**config.mk**
```make
export PLATFORM = sky130hd
export DESIGN_NAME = pipe_hazard_ctrl_flat
export DESIGN_NICKNAME = d
export VERILOG_FILES = /design/src/rtl/pipe_hazard_ctrl_pkg.sv /design/src/rtl/pipe_hazard_ctrl_if.sv /design/src/rtl/pipe_hazard_ctrl_mdu_timer.sv /design/src/rtl/pipe_hazard_ctrl.sv /design/src/flat_wrapper.sv
export SDC_FILE = /design/constraint.sdc
export NUM_CORES = 1
export LEC_CHECK = 0
export ABC_AREA = 1
export BUFFER_PORTS_ARGS = -buffer_cell sky130_fd_sc_hd__buf_2
export CAP_MARGIN = 10
export CORE_UTILIZATION = 47
export DETAILED_ROUTE_END_ITERATION = 8
export PLACE_DENSITY_LB_ADDON = 0.2
export SYNTH_ARGS = -nofsm -noshare
export SYNTH_HDL_FRONTEND = slang
export SYNTH_SLANG_ARGS = --single-unit
```
**constraint.sdc**
```tcl
create_clock -name clk -period 1.7 [get_ports clk]
set_input_delay 0.085 -clock clk [delete_from_list [all_inputs] [get_ports clk]]
set_output_delay 0.085 -clock clk [all_outputs]
set_load 0.02 [all_outputs]
```
**src/rtl/pipe_hazard_ctrl_pkg.sv**
```systemverilog
// Shared types and constants for the pipeline hazard/stall controller.
package pipe_ctrl_pkg;

   typedef enum logic [0:0] {
      RUN      = 1'b0,
      MDU_WAIT = 1'b1
   } hz_state_e;

   localparam logic [4:0] REG_ZERO     = 5'd0;
   localparam int         WB_W         = 2;
   localparam int         M_W          = 3;
   localparam int         EX_W         = 4;
   localparam int         MEM_READ_BIT = 2;
   localparam int         STALL_CNT_W  = 16;
   localparam int         MDU_CNT_W    = 8;

   // Saturating increment for the stall performance counter.
   function automatic logic [STALL_CNT_W-1:0] sat_inc(input logic [STALL_CNT_W-1:0] v);
      if (&v) begin
         return v;
      end else begin
         return v + STALL_CNT_W'(1);
      end
   endfunction

endpackage

```
**src/rtl/pipe_hazard_ctrl_if.sv**
```systemverilog
// Hazard-control bundle between the pipeline datapath (master) and the controller (slave).
interface pipe_hazard_ctrl_if
   import pipe_ctrl_pkg::*;
#(
   parameter int REG_W = 5
);
   logic [REG_W-1:0]       id_rs;
   logic [REG_W-1:0]       id_rt;
   logic                   id_uses_rs;
   logic                   id_uses_rt;
   logic                   id_mdu_start;
   logic                   ex_mem_read;
   logic [REG_W-1:0]       ex_rt;
   logic                   ex_branch_taken;
   logic                   pc_write;
   logic                   ifid_write;
   logic                   ifid_flush;
   logic                   idex_bubble;
   logic                   mdu_busy;
   logic [STALL_CNT_W-1:0] stall_cycles;

   modport master (
      output id_rs, id_rt, id_uses_rs, id_uses_rt, id_mdu_start,
             ex_mem_read, ex_rt, ex_branch_taken,
      input  pc_write, ifid_write, ifid_flush, idex_bubble, mdu_busy, stall_cycles
   );

   modport slave (
      input  id_rs, id_rt, id_uses_rs, id_uses_rt, id_mdu_start,
             ex_mem_read, ex_rt, ex_branch_taken,
      output pc_write, ifid_write, ifid_flush, idex_bubble, mdu_busy, stall_cycles
   );
endinterface

```
**src/rtl/pipe_hazard_ctrl_mdu_timer.sv**
```systemverilog
// Loadable down-counter with zero flag that times the MDU occupancy of EX.
module hazard_mdu_timer
   import pipe_ctrl_pkg::*;
#(
   parameter int W = MDU_CNT_W
)(
   input  logic         clk,
   input  logic         rst_n,
   input  logic         load,
   input  logic [W-1:0] load_val,
   input  logic         dec,
   output logic         zero
);

   logic [W-1:0] cnt_r;

   // Countdown register: load wins over decrement, never wraps below zero.
   always_ff @(posedge clk or negedge rst_n) begin
      if (!rst_n) begin
         cnt_r <= {W{1'b0}};
      end else if (load) begin
         cnt_r <= load_val;
      end else if (dec && (cnt_r != {W{1'b0}})) begin
         cnt_r <= cnt_r - {{(W-1){1'b0}}, 1'b1};
      end else begin
         cnt_r <= cnt_r;
      end
   end

   assign zero = (cnt_r == {W{1'b0}});

endmodule

```
**src/rtl/pipe_hazard_ctrl.sv**
```systemverilog
// Hazard and stall controller: load-use stall, taken-branch flush and MDU freeze.
// Optional stall performance counter is built when HAZ_STALL_CNT_EN is defined.
module pipe_hazard_ctrl
   import pipe_ctrl_pkg::*;
#(
   parameter int MDU_LATENCY = 4,
   parameter int REG_W       = 5
)(
   input  logic               clk,
   input  logic               rst_n,
   pipe_hazard_ctrl_if.slave  hz
);

   localparam logic                 MDU_MULTI = (MDU_LATENCY > 1);
   localparam logic [MDU_CNT_W-1:0] MDU_INIT  =
      MDU_MULTI ? MDU_CNT_W'(MDU_LATENCY - 2) : {MDU_CNT_W{1'b0}};

   hz_state_e state_r;
   hz_state_e state_nxt_s;
   logic      rs_hit_s;
   logic      rt_hit_s;
   logic      lu_s;
   logic      timer_load_s;
   logic      timer_dec_s;
   logic      timer_zero_s;
   logic      pc_write_s;
   logic      ifid_write_s;
   logic      ifid_flush_s;
   logic      idex_bubble_s;
   logic      mdu_busy_s;

   // Load-use detection; r0 is never a hazard source.
   always_comb begin
      rs_hit_s = hz.id_uses_rs & (hz.id_rs == hz.ex_rt);
      rt_hit_s = hz.id_uses_rt & (hz.id_rt == hz.ex_rt);
      lu_s     = hz.ex_mem_read & (hz.ex_rt != {REG_W{1'b0}}) & (rs_hit_s | rt_hit_s);
   end

   // State register.
   always_ff @(posedge clk or negedge rst_n) begin
      if (!rst_n) begin
         state_r <= RUN;
      end else begin
         state_r <= state_nxt_s;
      end
   end

   // Next-state and countdown control; a mult/div only launches when nothing outranks it.
   always_comb begin
      state_nxt_s  = state_r;
      timer_load_s = 1'b0;
      timer_dec_s  = 1'b0;
      case (state_r)
         RUN: begin
            if (!hz.ex_branch_taken && !lu_s && hz.id_mdu_start && MDU_MULTI) begin
               state_nxt_s  = MDU_WAIT;
               timer_load_s = 1'b1;
            end else begin
               state_nxt_s  = RUN;
            end
         end
         MDU_WAIT: begin
            if (timer_zero_s) begin
               state_nxt_s = RUN;
            end else begin
               state_nxt_s = MDU_WAIT;
               timer_dec_s = 1'b1;
            end
         end
         default: begin
            state_nxt_s = RUN;
         end
      endcase
   end

   hazard_mdu_timer #(.W(MDU_CNT_W)) u_mdu_timer (
      .clk      (clk),
      .rst_n    (rst_n),
      .load     (timer_load_s),
      .load_val (MDU_INIT),
      .dec      (timer_dec_s),
      .zero     (timer_zero_s)
   );

   // Hazard outputs, zero latency; reset forces a free-running pipeline.
   always_comb begin
      pc_write_s    = 1'b1;
      ifid_write_s  = 1'b1;
      ifid_flush_s  = 1'b0;
      idex_bubble_s = 1'b0;
      mdu_busy_s    = 1'b0;
      if (!rst_n) begin
         pc_write_s = 1'b1;
      end else begin
         case (state_r)
            RUN: begin
               if (hz.ex_branch_taken) begin
                  ifid_flush_s  = 1'b1;
                  idex_bubble_s = 1'b1;
               end else if (lu_s) begin
                  pc_write_s    = 1'b0;
                  ifid_write_s  = 1'b0;
                  idex_bubble_s = 1'b1;
               end else begin
                  pc_write_s    = 1'b1;
               end
            end
            MDU_WAIT: begin
               pc_write_s   = 1'b0;
               ifid_write_s = 1'b0;
               mdu_busy_s   = 1'b1;
            end
            default: begin
               pc_write_s = 1'b1;
            end
         endcase
      end
   end

   assign hz.pc_write    = pc_write_s;
   assign hz.ifid_write  = ifid_write_s;
   assign hz.ifid_flush  = ifid_flush_s;
   assign hz.idex_bubble = idex_bubble_s;
   assign hz.mdu_busy    = mdu_busy_s;

`ifdef HAZ_STALL_CNT_EN
   logic [STALL_CNT_W-1:0] stall_cnt_r;

   // Stall performance counter: counts frozen-PC cycles, saturates, cleared only by reset.
   always_ff @(posedge clk or negedge rst_n) begin
      if (!rst_n) begin
         stall_cnt_r <= {STALL_CNT_W{1'b0}};
      end else if (!pc_write_s) begin
         stall_cnt_r <= sat_inc(stall_cnt_r);
      end else begin
         stall_cnt_r <= stall_cnt_r;
      end
   end

   assign hz.stall_cycles = stall_cnt_r;
`else
   assign hz.stall_cycles = {STALL_CNT_W{1'b0}};
`endif

endmodule
```
**src/flat_wrapper.sv**
```systemverilog
// flat-port wrapper written by rule: the top's interface ports become plain ports
module pipe_hazard_ctrl_flat import pipe_ctrl_pkg::*;
#(
   parameter int MDU_LATENCY = 4,
   parameter int REG_W       = 5
)
  (clk, rst_n, hz_id_rs, hz_id_rt, hz_id_uses_rs, hz_id_uses_rt, hz_id_mdu_start, hz_ex_mem_read, hz_ex_rt, hz_ex_branch_taken, hz_pc_write, hz_ifid_write, hz_ifid_flush, hz_idex_bubble, hz_mdu_busy, hz_stall_cycles);
  pipe_hazard_ctrl_if #(.REG_W(REG_W)) hz_i ();
  input  logic clk;
  input  logic rst_n;
  input wire logic [$bits(hz_i.id_rs)-1:0] hz_id_rs;
  input wire logic [$bits(hz_i.id_rt)-1:0] hz_id_rt;
  input wire logic [$bits(hz_i.id_uses_rs)-1:0] hz_id_uses_rs;
  input wire logic [$bits(hz_i.id_uses_rt)-1:0] hz_id_uses_rt;
  input wire logic [$bits(hz_i.id_mdu_start)-1:0] hz_id_mdu_start;
  input wire logic [$bits(hz_i.ex_mem_read)-1:0] hz_ex_mem_read;
  input wire logic [$bits(hz_i.ex_rt)-1:0] hz_ex_rt;
  input wire logic [$bits(hz_i.ex_branch_taken)-1:0] hz_ex_branch_taken;
  output wire logic [$bits(hz_i.pc_write)-1:0] hz_pc_write;
  output wire logic [$bits(hz_i.ifid_write)-1:0] hz_ifid_write;
  output wire logic [$bits(hz_i.ifid_flush)-1:0] hz_ifid_flush;
  output wire logic [$bits(hz_i.idex_bubble)-1:0] hz_idex_bubble;
  output wire logic [$bits(hz_i.mdu_busy)-1:0] hz_mdu_busy;
  output wire logic [$bits(hz_i.stall_cycles)-1:0] hz_stall_cycles;
  assign hz_i.id_rs = hz_id_rs;
  assign hz_i.id_rt = hz_id_rt;
  assign hz_i.id_uses_rs = hz_id_uses_rs;
  assign hz_i.id_uses_rt = hz_id_uses_rt;
  assign hz_i.id_mdu_start = hz_id_mdu_start;
  assign hz_i.ex_mem_read = hz_ex_mem_read;
  assign hz_i.ex_rt = hz_ex_rt;
  assign hz_i.ex_branch_taken = hz_ex_branch_taken;
  assign hz_pc_write = hz_i.pc_write;
  assign hz_ifid_write = hz_i.ifid_write;
  assign hz_ifid_flush = hz_i.ifid_flush;
  assign hz_idex_bubble = hz_i.idex_bubble;
  assign hz_mdu_busy = hz_i.mdu_busy;
  assign hz_stall_cycles = hz_i.stall_cycles;
  pipe_hazard_ctrl #(.MDU_LATENCY(MDU_LATENCY), .REG_W(REG_W)) u_core (.clk(clk), .rst_n(rst_n), .hz(hz_i));
endmodule
```
After elaboration in Yosys (flattened, before gate mapping). Cells that the tools add are included.

Register bits: 9. Bits of input ports: 22. Logic and storage cells: 40. Output and inout port bits: 21.

Reduce and logical (&&, ||, !) cells: 9. Multiplexer cells: 20. Equality and inequality tests: 2. Add/sub/neg operators: 1. Bitwise operators: 6.

Operators by type and width (count): 2-to-1 mux 1 bit (16); 2-to-1 mux 8 bit (2); equality test 5 bit (2); logical NOT 8 bit (1); nonzero test 8 bit (1); subtractor 8 x 1 -> 8 bit, second input constant (1); nonzero test 5 bit (1); bitwise AND 1 bit (4); one-hot mux 1 bit (2 select lines) (2); logical AND 1 bit (3); logical NOT 1 bit (2); nonzero test 2 bit (1); NOT 1 bit (1); OR 1 bit (1).

Depth between registers and ports, before layout. Gate-level depths: netlist (run 1).

Word-level depth: 10. Depth in mapped cells: 10. Mapped depth without buffers: 10.

Cells and area by module. A second synthesis (run 1) with hierarchy kept.

Cells, all modules: 187. Area total of the unflattened synthesis: 1063.5 µm².

By module, submodules not included: hazard_mdu_timer (instances 1, area an instance 596.8 µm², seq. area each 200.2 µm², cells each 93); pipe_hazard_ctrl (instances 1, area an instance 466.7 µm², seq. area each 25.0 µm², cells each 94).

Worst setup path after synthesis (run 1). Ideal clock, no wire load.

Kind: register to register. Start: register u_core.u_mdu_timer.cnt_r[1]. End: register u_core.u_mdu_timer.cnt_r[5]. Stages on the path, launching flop included: 8. Path buffers: 0. Setup slack: 0.542 ns. Arrival time: 1.095 ns. Cell sequence: dfrtp_1 > inv_1 > ha_1 > nand3_4 > nand3_1 > xor2_1 > nand2_1 > inv_1.

Longest elaborated chain between the ends: 5. Elaborated cells between the ends (all ways): 9. Those cells by class: 1 x add/sub; 4 x mux; 4 x reduce/logical.

RTL lines: start, declared (RTL line pipe_hazard_ctrl_mdu_timer.sv:15) `logic [W-1:0] cnt_r;`; start signal, assigned (RTL line pipe_hazard_ctrl_mdu_timer.sv:20) `cnt_r <= {W{1'b0}};`; start signal, assigned (RTL line pipe_hazard_ctrl_mdu_timer.sv:22) `cnt_r <= load_val;`; start signal, assigned (RTL line pipe_hazard_ctrl_mdu_timer.sv:24) `cnt_r <= cnt_r - {{(W-1){1'b0}}, 1'b1};`; branches (longest 5 deep; another with subtractor 8 x 1 -> 8 bit).

Several ways; the timed one is not identified. The select of a mux whose other input is x is not followed. A chain may end at the register's enable or synchronous reset.

Final worst setup path (run 1).
Start: register u_core.state_r. End: output hz_pc_write.

Longest elaborated chain between the ends: 3.

RTL lines: start, declared (RTL line pipe_hazard_ctrl.sv:18) `hz_state_e state_r;`; start signal, assigned (RTL line pipe_hazard_ctrl.sv:44) `state_r <= state_nxt_s;`; NOT 1 bit; one-hot mux 1 bit (2 select lines) (*) (RTL line pipe_hazard_ctrl.sv:95) `case (state_r)`; 2-to-1 mux 1 bit (*) (RTL line pipe_hazard_ctrl.sv:92) `if (!rst_n) begin`; end, declared (RTL line flat_wrapper.sv:19) `output wire logic [$bits(hz_i.pc_write)-1:0] hz_pc_write;`.

Every way passes the cells marked *; elsewhere a longest branch is shown, timed or not.

==> results of run 1 <==
## cell families (layout without fill, tap and decap cells)
family | after synthesis | count (layout) | synth area share
buf+inv | 57 | 70 | 0.287
other cells | 1 | 16 | 0.00384
flops | 9 | 9 | 0.230
simple gates | 88 | 88 | 0.402
xor+xnor | 4 | 4 | 0.0358
fa+ha+maj | 2 | 2 | 0.0256
compound gates | 3 | 3 | 0.0154
## cell usage in the layout, fill, tap and decap left out, drive strengths merged
master,synthesis,final
dfrtp,9,9
nand3,12,12
dlygate4sd3,0,1
clkinv,1,1
ha,2,2
xor2,4,4
o21ai,2,2
nand2,55,55
a21oi,1,1
nand4,5,5
clkbuf,0,4
inv,38,38
buf,18,26
nor2,16,16
conb,1,16
## critical path, cell delays in order (launching register included)
cell and delay (ns):
dfrtp_1 0.61, nand2_1 0.13, o21ai_1 0.10, inv_1 0.05
buf_2 0.15
## layout make-up
type,instances,area [um2],share of cell area
clock buffer,4,26.3,0.0239
inverter,39,148,0.134
multi-input combinational,113,528,0.480
sequential,9,225,0.205
tap,27,33.8,0.0307
timing repair buffer,27,140,0.127
## stage by stage
stage | worst slack (ns) | power [mW] | cells | utilization | instance area, um2
2_1_floorplan | 0.542 | 1.03 | 179 | - | 1030
3_3_place_gp | 0.426 | 1.12 | 214 | 0.543 | 1060
3_5_place_dp | 0.409 | 1.14 | 214 | 0.543 | 1060
4_1_cts | 0.310 | 1.32 | 219 | 0.561 | 1100
5_1_grt | 0.174 | 1.49 | 219 | 0.561 | 1100
6_report | 0.310 | 1.31 | 219 | 0.561 | 1100
## what timing repair did
| item | in CTS | in global routing |
|---|---|---|
| setup buffers | 0 | 0 |
| gates resized for setup | 0 | 0 |
| hold endpoints to repair | 9 | 0 |
| hold buffers | 1 | 0 |
## power by group
group          switching [mW]  total [mW]  internal (mW)
Sequential             0.0924       0.404          0.312
Combinational           0.471       0.739          0.269
Clock                  0.0792       0.170         0.0908
Total                   0.642        1.31          0.671
## routing by layer
metal | global-route usage | vias up | share of wire
li1 | - | 503 | -
met1 | 0.229 | 394 | 0.49
met2 | 0.326 | 27 | 0.46
met3 | 0.0717 | 0 | 0.052
met4 | 0.0278 | 0 | 0
met5 | 0 | - | 0
## registers in the layout (all words and copies together) (netlist names)
| signal | cells |
|---|---|
| u_core.u_mdu_timer.cnt_r | 8 |
| u_core.state_r | 1 |
## final timing paths
kind | slack, ns | end
setup / recovery | 0.31 | hz_pc_write
hold / removal | 0.23 | u_core.u_mdu_timer.cnt_r[7]
setup reg to reg | 0.36 | u_core.u_mdu_timer.cnt_r[4]
hold reg to reg | 0.60 | u_core.u_mdu_timer.cnt_r[1]
max in group asynchronous | 1.27 | u_core.u_mdu_timer.cnt_r[2]
min in group clk | 0.23 | u_core.state_r
==> impl_metrics.yaml, run 1 <==
global_routing:
  antenna_found_initial: 0
  grtUsageTotal: 0.189
  grt_max_degree: 15
  grt_overflow_total: 0
  grt_pass1_vias: 786
  grt_pass1_wl_um: 3000
drt:
  antenna_left: 0
  avgViaCountPerCell: 4.22
  drt_iter0_markers: 29
  routedWlPerCell_um: 8.14
  drc: 0
  first_pass_iters: 4
  wirelength_um: 1780
  vias: 924
logic_synthesis:
  synth_top_area_share: 0.230
  avgSynthCellArea_um2: 5.96
  synth_cell_types: 19
  ys_seq_elements: 9
  synth_warnings: 0
  synth_most_common_cell: "nand2_1"
  synth_common_cells: "nand2_1 (53), inv_1 (32), buf_4 (17)"
  synthFlopType: "dfrtp_1"
  synth_area_leaders: "dfrtp_1 (23%), nand2_1 (20%), buf_4 (13%)"
  syn-cell-area_um2: 977
  synth_top_cell_by_area: "dfrtp_1"
  synth_edf_count: 0
  synth_cells: 164
  yosysSeqAreaShare: 0.230
  ys_async_sr_fraction: 1.00
clock_network:
  cts-root-buf: "clkbuf_4"
  htreeDepth: 1
  clk_pin_slew_ns: 0.06
  tritoncts: "built"
  cts_buffers: 3
  cts_buffer_depth: 2
  insertion_delay_ns: 0.27
  cts_sinks: 9
die:
  core_um2: 1960
  die_h_um: 47.6
  die_area_um2: 2270
  chipWidth_um: 47.6
  io_pins: 43
  start_util: 0.498
  num_rows: 16
timing:
  max_freq_mhz: 720
  slew_viol_final: 0
  hold_viol_final: 0
  rsz0062_at_grt: "no"
  period_needed_ns: 1.39
  timing.final.crit_share: 0.818
  whs_ns: 0.225
  setup_tns_ns: 0
  setup_viol: 0
  finalClockSkew_ns: 0.00109
setup_path:
  critPathKind: "flop to output pin"
  critPathMaxFanout: 14
  reg2reg_depth: 9
  critPathLaunch: "u_core.state_r"
  cp-start-kind: "flop"
  r2r-start: "u_core.u_mdu_timer.cnt_r[1]"
  endpoint_kind: "output pin"
  critical_path_arrival_ns: 1.30
  critPathRequiredTime_ns: 1.62
power:
  power_density_nw_per_um2: 1190
  p_leak_nw: 0.743
  vdd_ir_drop_max_uv: 803
cells_and_area:
  nNetsFinal: 217
  diodes: 0
  fillers: 202
  area.growth.synth_to_final_pct: 12.7
  drive_gt1_frac: 0.219
placement:
  numPortBuffers: 26
  gp_congestion: 0.813
  hpwl_um: 1430
run_status:
  outcome: "complete, no violations"
min_path:
  worstHoldPathType: "input pin to async pin"
job:
  cap_violations: 0
No activity file was read; power rests on OpenSTA's default activity.
==> run 2, diff against run 1 <==
--- a/config.mk
+++ b/config.mk
@@ -5,10 +5,10 @@
 export SDC_FILE = /design/constraint.sdc
 export NUM_CORES = 1
 export LEC_CHECK = 0
-export ABC_AREA = 1
+export ABC_AREA = 0
 export BUFFER_PORTS_ARGS = -buffer_cell sky130_fd_sc_hd__buf_2
 export CAP_MARGIN = 10
-export CORE_UTILIZATION = 47
+export CORE_UTILIZATION = 41
 export DETAILED_ROUTE_END_ITERATION = 8
 export PLACE_DENSITY_LB_ADDON = 0.2
 export SYNTH_ARGS = -nofsm -noshare
==> constraint.sdc (replaced) <==
create_clock -name clk -period 1.2 [get_ports clk]
set_input_delay 0.06 -clock clk [delete_from_list [all_inputs] [get_ports clk]]
set_output_delay 0.06 -clock clk [all_outputs]
set_load 0.02 [all_outputs]
==> impl_metrics.yaml, run 2 <==
timing:
  setup_slack_ns: -0.376
  setup_viol: 14
  whs_ns: 0.221
  setup_tns_ns: -3.42
  finalClockSkew_ns: 0.00367
  period_needed_ns: 1.58
  slew_viol_final: 0
  rsz0062_at_grt: "yes"
  hold_viol_final: 0
  timing.final.crit_share: 1.31
  max_freq_mhz: 634
cells_and_area:
  drive_gt1_frac: 0.578
  diodes: 0
  area.growth.synth_to_final_pct: 65.0
  layout_common_cells: "buf_4 (30), buf_2 (20), conb_1 (16), dfrtp_1 (9), xor2_1 (8)"
  final_common_cell: "buf_4"
  largestRegisters: "u_core.u_mdu_timer.cnt_r x8, u_core.state_r x1"
  layout.cells.non_filler: 181
  nNetsFinal: 179
  regMostFlops: "u_core.u_mdu_timer.cnt_r"
  largest_reg_flops: 8
power:
  power_density_nw_per_um2: 1910
  power_mw: 2.77
  p_comb_frac: 0.698
  vdd_ir_drop_max_uv: 1340
  seqPwrFrac: 0.210
  clkPwrFrac: 0.092
  power.internal_mw: 1.61
  switching_power_mw: 1.16
  p_leak_nw: 0.661
  switching_share: 0.420
clock_network:
  cts-root-buf: "clkbuf_4"
  tritoncts: "built"
  htreeDepth: 1
  clk_pin_slew_ns: 0.07
  cts_sinks: 9
  insertion_delay_ns: 0.27
  cts_buffers: 3
  cts_buffer_depth: 2
die:
  start_util: 0.443
  num_rows: 16
  io_pins: 43
  chipWidth_um: 48.3
  die_area_um2: 2330
  die_h_um: 48.3
  core_um2: 1980
global_routing:
  grtUsageTotal: 0.234
  antenna_found_initial: 0
  grt_pass1_wl_um: 3640
  grt_pass1_vias: 834
  grt_overflow_total: 0
  grt_max_degree: 8
drt:
  first_pass_iters: 5
  drt_iter0_markers: 12
  wirelength_um: 2380
  drc: 0
  vias: 880
  antenna_left: 0
  routedWlPerCell_um: 13.1
  avgViaCountPerCell: 4.86
logic_synthesis:
  synth_top_area_share: 0.256
  ys_async_sr_fraction: 1.00
  synthFlopType: "dfrtp_1"
  yosysSeqAreaShare: 0.256
  ys_seq_elements: 9
  synth_area_leaders: "dfrtp_1 (26%), buf_4 (15%), xor2_1 (8.0%)"
  synth_edf_count: 0
  avgSynthCellArea_um2: 9.34
  synth_most_common_cell: "buf_4"
  synth_cell_types: 35
  synth_cells: 94
  synth_top_cell_by_area: "dfrtp_1"
  syn-cell-area_um2: 878
  synth_warnings: 0
  synth_common_cells: "buf_4 (17), dfrtp_1 (9), xor2_1 (8)"
job:
  cap_violations: 0
placement:
  gp_congestion: 0.861
  numPortBuffers: 26
  hpwl_um: 1590
  post-place-ws_ns: -0.397
  dp.cells: 163
setup_path:
  critPathKind: "flop to flop"
  r2r_slack_ns: -0.38
  endpoint_kind: "flop"
  cp-start-kind: "flop"
  r2r-start: "u_core.u_mdu_timer.cnt_r[0]"
  reg2reg_depth: 7
  critPathMaxFanout: 5
  critical_path_arrival_ns: 1.76
  critPathRequiredTime_ns: 1.38
  r2r-end: "u_core.u_mdu_timer.cnt_r[4]"
min_path:
  worstHoldPathType: "input pin to async pin"
run_status:
  violations: "setup timing"
  outcome: "finished with violations"
-- run 2: area by class of cell --
type	instances	area, um2
clock buffer	4	26.3
fill	150	533
inverter	2	7.51
multi-input combinational	79	708
sequential	9	225
tap	27	33.8
timing repair buffer	60	448
-- run 2: per-stage QoR --
stage	util	instance area [um2]
2_1_floorplan	-	976
3_3_place_gp	0.588	1170
3_5_place_dp	0.588	1170
4_1_cts	0.702	1390
5_1_grt	0.731	1450
6_report	0.731	1450
-- run 2: metal layers --
metal,track usage,vias to the layer above,wire (um)
met1,0.270,408,966
met4,0.100,0,45
met5,0,-,0
met3,0.0259,6,110
met2,0.429,41,1250
li1,-,425,-
-- run 2: critical path: stages, from the launching register on --
cell       delay (ns)
dfrtp_1          0.39
inv_2            0.07
ha_4             0.15
nor3b_4          0.16
buf_4            0.14
a2111oi_4        0.30
xnor2_1          0.12
a211oi_2         0.15
-- run 2: kinds of logic (layout without fill, tap and decap cells) --
| kind of cell | count (synthesis) | after routing | synth area share |
|---|---|---|---|
| and+or+nand+nor | 25 | 25 | 0.184 |
| AOI/OAI and AO/OA | 21 | 21 | 0.209 |
| buffers and inverters | 21 | 66 | 0.164 |
| xor gates and xnor gates | 12 | 12 | 0.120 |
| DFF | 9 | 9 | 0.256 |
| muxes | 3 | 3 | 0.0342 |
| adders and majority gates | 2 | 2 | 0.0285 |
| other | 1 | 16 | 0.00427 |
-- run 2: power by group through the flow --
stage / registers [mW] / clock network, mW / logic (mW)
6_report: 0.583 / 0.254 / 1.93
3_5_place_dp: 0.574 / 0 / 1.41
3_3_place_gp: 0.560 / 0 / 1.38
4_1_cts: 0.575 / 0.259 / 1.78
5_1_grt: 0.595 / 0.270 / 2.09
2_1_floorplan: 0.602 / 0 / 0.897
-- run 2: timing repair --
item	4_1_cts	5_1_grt
hold buffers	2	0
gates resized for setup	23	10
endpoints found under the hold margin	9	0
pin swaps	12	10
setup buffers	10	2
setup endpoints to repair	13	13
-- run 2: how the worst max path moves through the flow --
stage                           startpoint                          end  slack, ns  cells past startpoint
5_1_grt        u_core.u_mdu_timer.cnt_r[0]  u_core.u_mdu_timer.cnt_r[4]      -0.44                      7
6_report       u_core.u_mdu_timer.cnt_r[0]  u_core.u_mdu_timer.cnt_r[4]      -0.38                      7
4_1_cts        u_core.u_mdu_timer.cnt_r[1]  u_core.u_mdu_timer.cnt_r[1]      -0.34                      6
3_3_place_gp   u_core.u_mdu_timer.cnt_r[0]  u_core.u_mdu_timer.cnt_r[1]      -0.33                      6
2_1_floorplan  u_core.u_mdu_timer.cnt_r[0]  u_core.u_mdu_timer.cnt_r[1]      -0.28                      6
3_5_place_dp   u_core.u_mdu_timer.cnt_r[0]  u_core.u_mdu_timer.cnt_r[1]      -0.40                      6
==> run 3, diff against run 2 <==
--- a/config.mk
+++ b/config.mk
@@ -11,6 +11,7 @@
 export CORE_UTILIZATION = 41
 export DETAILED_ROUTE_END_ITERATION = 8
 export PLACE_DENSITY_LB_ADDON = 0.2
+export SETUP_SLACK_MARGIN = 0.2
 export SYNTH_ARGS = -nofsm -noshare
 export SYNTH_HDL_FRONTEND = slang
 export SYNTH_SLANG_ARGS = --single-unit
==> impl_metrics.yaml, run 3 (synthesis results as in run 2) <==
run_status:
  outcome: "finished with violations"
  violations: "setup timing"
power:
  p_leak_nw: 0.678
  power_mw: 3.03
  power_density_nw_per_um2: 2030
  vdd_ir_drop_max_uv: 1300
clock_network:
  cts_buffers: 3
  htreeDepth: 1
  cts_buffer_depth: 2
  tritoncts: "built"
  cts_sinks: 9
  cts-root-buf: "clkbuf_4"
  insertion_delay_ns: 0.26
  clk_pin_slew_ns: 0.06
global_routing:
  grt_max_degree: 10
  grtUsageTotal: 0.219
  grt_overflow_total: 0
  antenna_found_initial: 0
  grt_pass1_vias: 884
  grt_pass1_wl_um: 3490
cells_and_area:
  diodes: 0
  fin_area_um2: 1490
  area.growth.synth_to_final_pct: 69.4
  layout_common_cells: "buf_4 (32), buf_2 (19), conb_1 (16), buf_6 (9), dfrtp_1 (9)"
  regMostFlops: "u_core.u_mdu_timer.cnt_r"
  largestRegisters: "u_core.u_mdu_timer.cnt_r x8, u_core.state_r x1"
  fillers: 131
  post-route-util: 0.751
  drive_gt1_frac: 0.609
  final_common_cell: "buf_4"
  largest_reg_flops: 8
  layout.cells.non_filler: 183
  nNetsFinal: 181
timing:
  slew_viol_final: 0
  setup_slack_ns: -0.357
  max_freq_mhz: 642
  period_needed_ns: 1.56
  setup_viol: 14
  finalClockSkew_ns: 0.000273
  hold_viol_final: 0
  timing.final.crit_share: 1.30
  rsz0062_at_grt: "yes"
drt:
  antenna_left: 0
  wirelength_um: 2540
  routedWlPerCell_um: 13.9
  drc: 0
  vias: 883
  first_pass_iters: 4
  avgViaCountPerCell: 4.83
  drt_iter0_markers: 11
min_path:
  whs_path_depth: 4
  min_from: "hz_id_mdu_start"
  worstHoldPathType: "input pin to flop"
  hold_end: "u_core.u_mdu_timer.cnt_r[0]"
setup_path:
  r2r_slack_ns: -0.36
  critPathKind: "flop to flop"
  critPathMaxFanout: 4
  r2r-start: "u_core.u_mdu_timer.cnt_r[0]"
  critPathRequiredTime_ns: 1.37
  cp-start-kind: "flop"
  critical_path_arrival_ns: 1.73
  endpoint_kind: "flop"
  r2r-end: "u_core.u_mdu_timer.cnt_r[2]"
  reg2reg_depth: 7
placement:
  hpwl_um: 1540
  gp_congestion: 0.921
  dp.cells: 165
  numPortBuffers: 26
  place_area_um2: 1180
die:
  num_rows: 16
  chipWidth_um: 48.3
  start_util: 0.443
  core_um2: 1980
  io_pins: 43
  die_area_um2: 2330
  die_h_um: 48.3
job:
  cap_violations: 0
==> run 3: cell count changes in the layout (fill, tap and decap cells not counted), sizes merged <==
cell         previous run  this run
buf                    58        61
dlygate4sd3             2         1
==> run 3: how the worst max path moves through the flow <==
stage	start	end	slack, ns	cells after the start
5_1_grt	u_core.u_mdu_timer.cnt_r[0]	u_core.u_mdu_timer.cnt_r[2]	-0.49	7
2_1_floorplan	u_core.u_mdu_timer.cnt_r[0]	u_core.u_mdu_timer.cnt_r[1]	-0.28	6
3_3_place_gp	u_core.u_mdu_timer.cnt_r[0]	u_core.u_mdu_timer.cnt_r[1]	-0.34	6
4_1_cts	u_core.u_mdu_timer.cnt_r[1]	u_core.u_mdu_timer.cnt_r[1]	-0.33	6
6_report	u_core.u_mdu_timer.cnt_r[0]	u_core.u_mdu_timer.cnt_r[2]	-0.36	7
3_5_place_dp	u_core.u_mdu_timer.cnt_r[0]	u_core.u_mdu_timer.cnt_r[1]	-0.42	6
==> run 3: routing by layer <==
layer / GRT usage / up-vias / routed length [um]
met5: 0 / - / 0
met4: 0.150 / 0 / 33
li1: - / 433 / -
met1: 0.257 / 414 / 998
met3: 0.0148 / 4 / 74
met2: 0.379 / 32 / 1440
==> run 3: metrics by stage <==
step | setup slack (ns) | TNS [ns] | hold WS [ns]
6_report | -0.357 | -3.50 | 0.238
5_1_grt | -0.494 | -4.51 | 0.269
4_1_cts | -0.325 | -3.39 | 0.234
3_5_place_dp | -0.415 | -3.56 | 0.0488
3_3_place_gp | -0.337 | -3.09 | 0.0430
2_1_floorplan | -0.283 | -2.35 | -0.236
==> run 3: critical path, cell delays in order, from the launching register on <==
cell      delay, ns
dfrtp_1        0.38
inv_2          0.07
ha_4           0.16
nor3b_4        0.16
buf_4          0.16
a211oi_2       0.26
a21oi_1        0.08
a211oi_1       0.21
==> run 3: where the power goes <==
part           internal (mW)  leakage (nW)  switching [mW]
sequential             0.444         0.111           0.130
combinational           1.19         0.552            1.02
clock                  0.128        0.0150           0.106
==> run 3: layout make-up <==
cell class                      instances  area [um2]  share of cell area
Timing Repair Buffer                   62         462               0.310
Multi-Input combinational cell         79         733               0.493
Inverter                                2        7.51             0.00505
Tap cell                               27        33.8              0.0227
Clock buffer                            4        26.3              0.0177
Sequential cell                         9         225               0.151
==> run 3: timing repair <==
item	4_1_cts	5_1_grt
resized for setup	25	13
pin swaps	13	9
buffers inserted	9	4
endpoints found under the setup margin	14	14
hold buffers	1	0
hold endpoints to repair	9	0
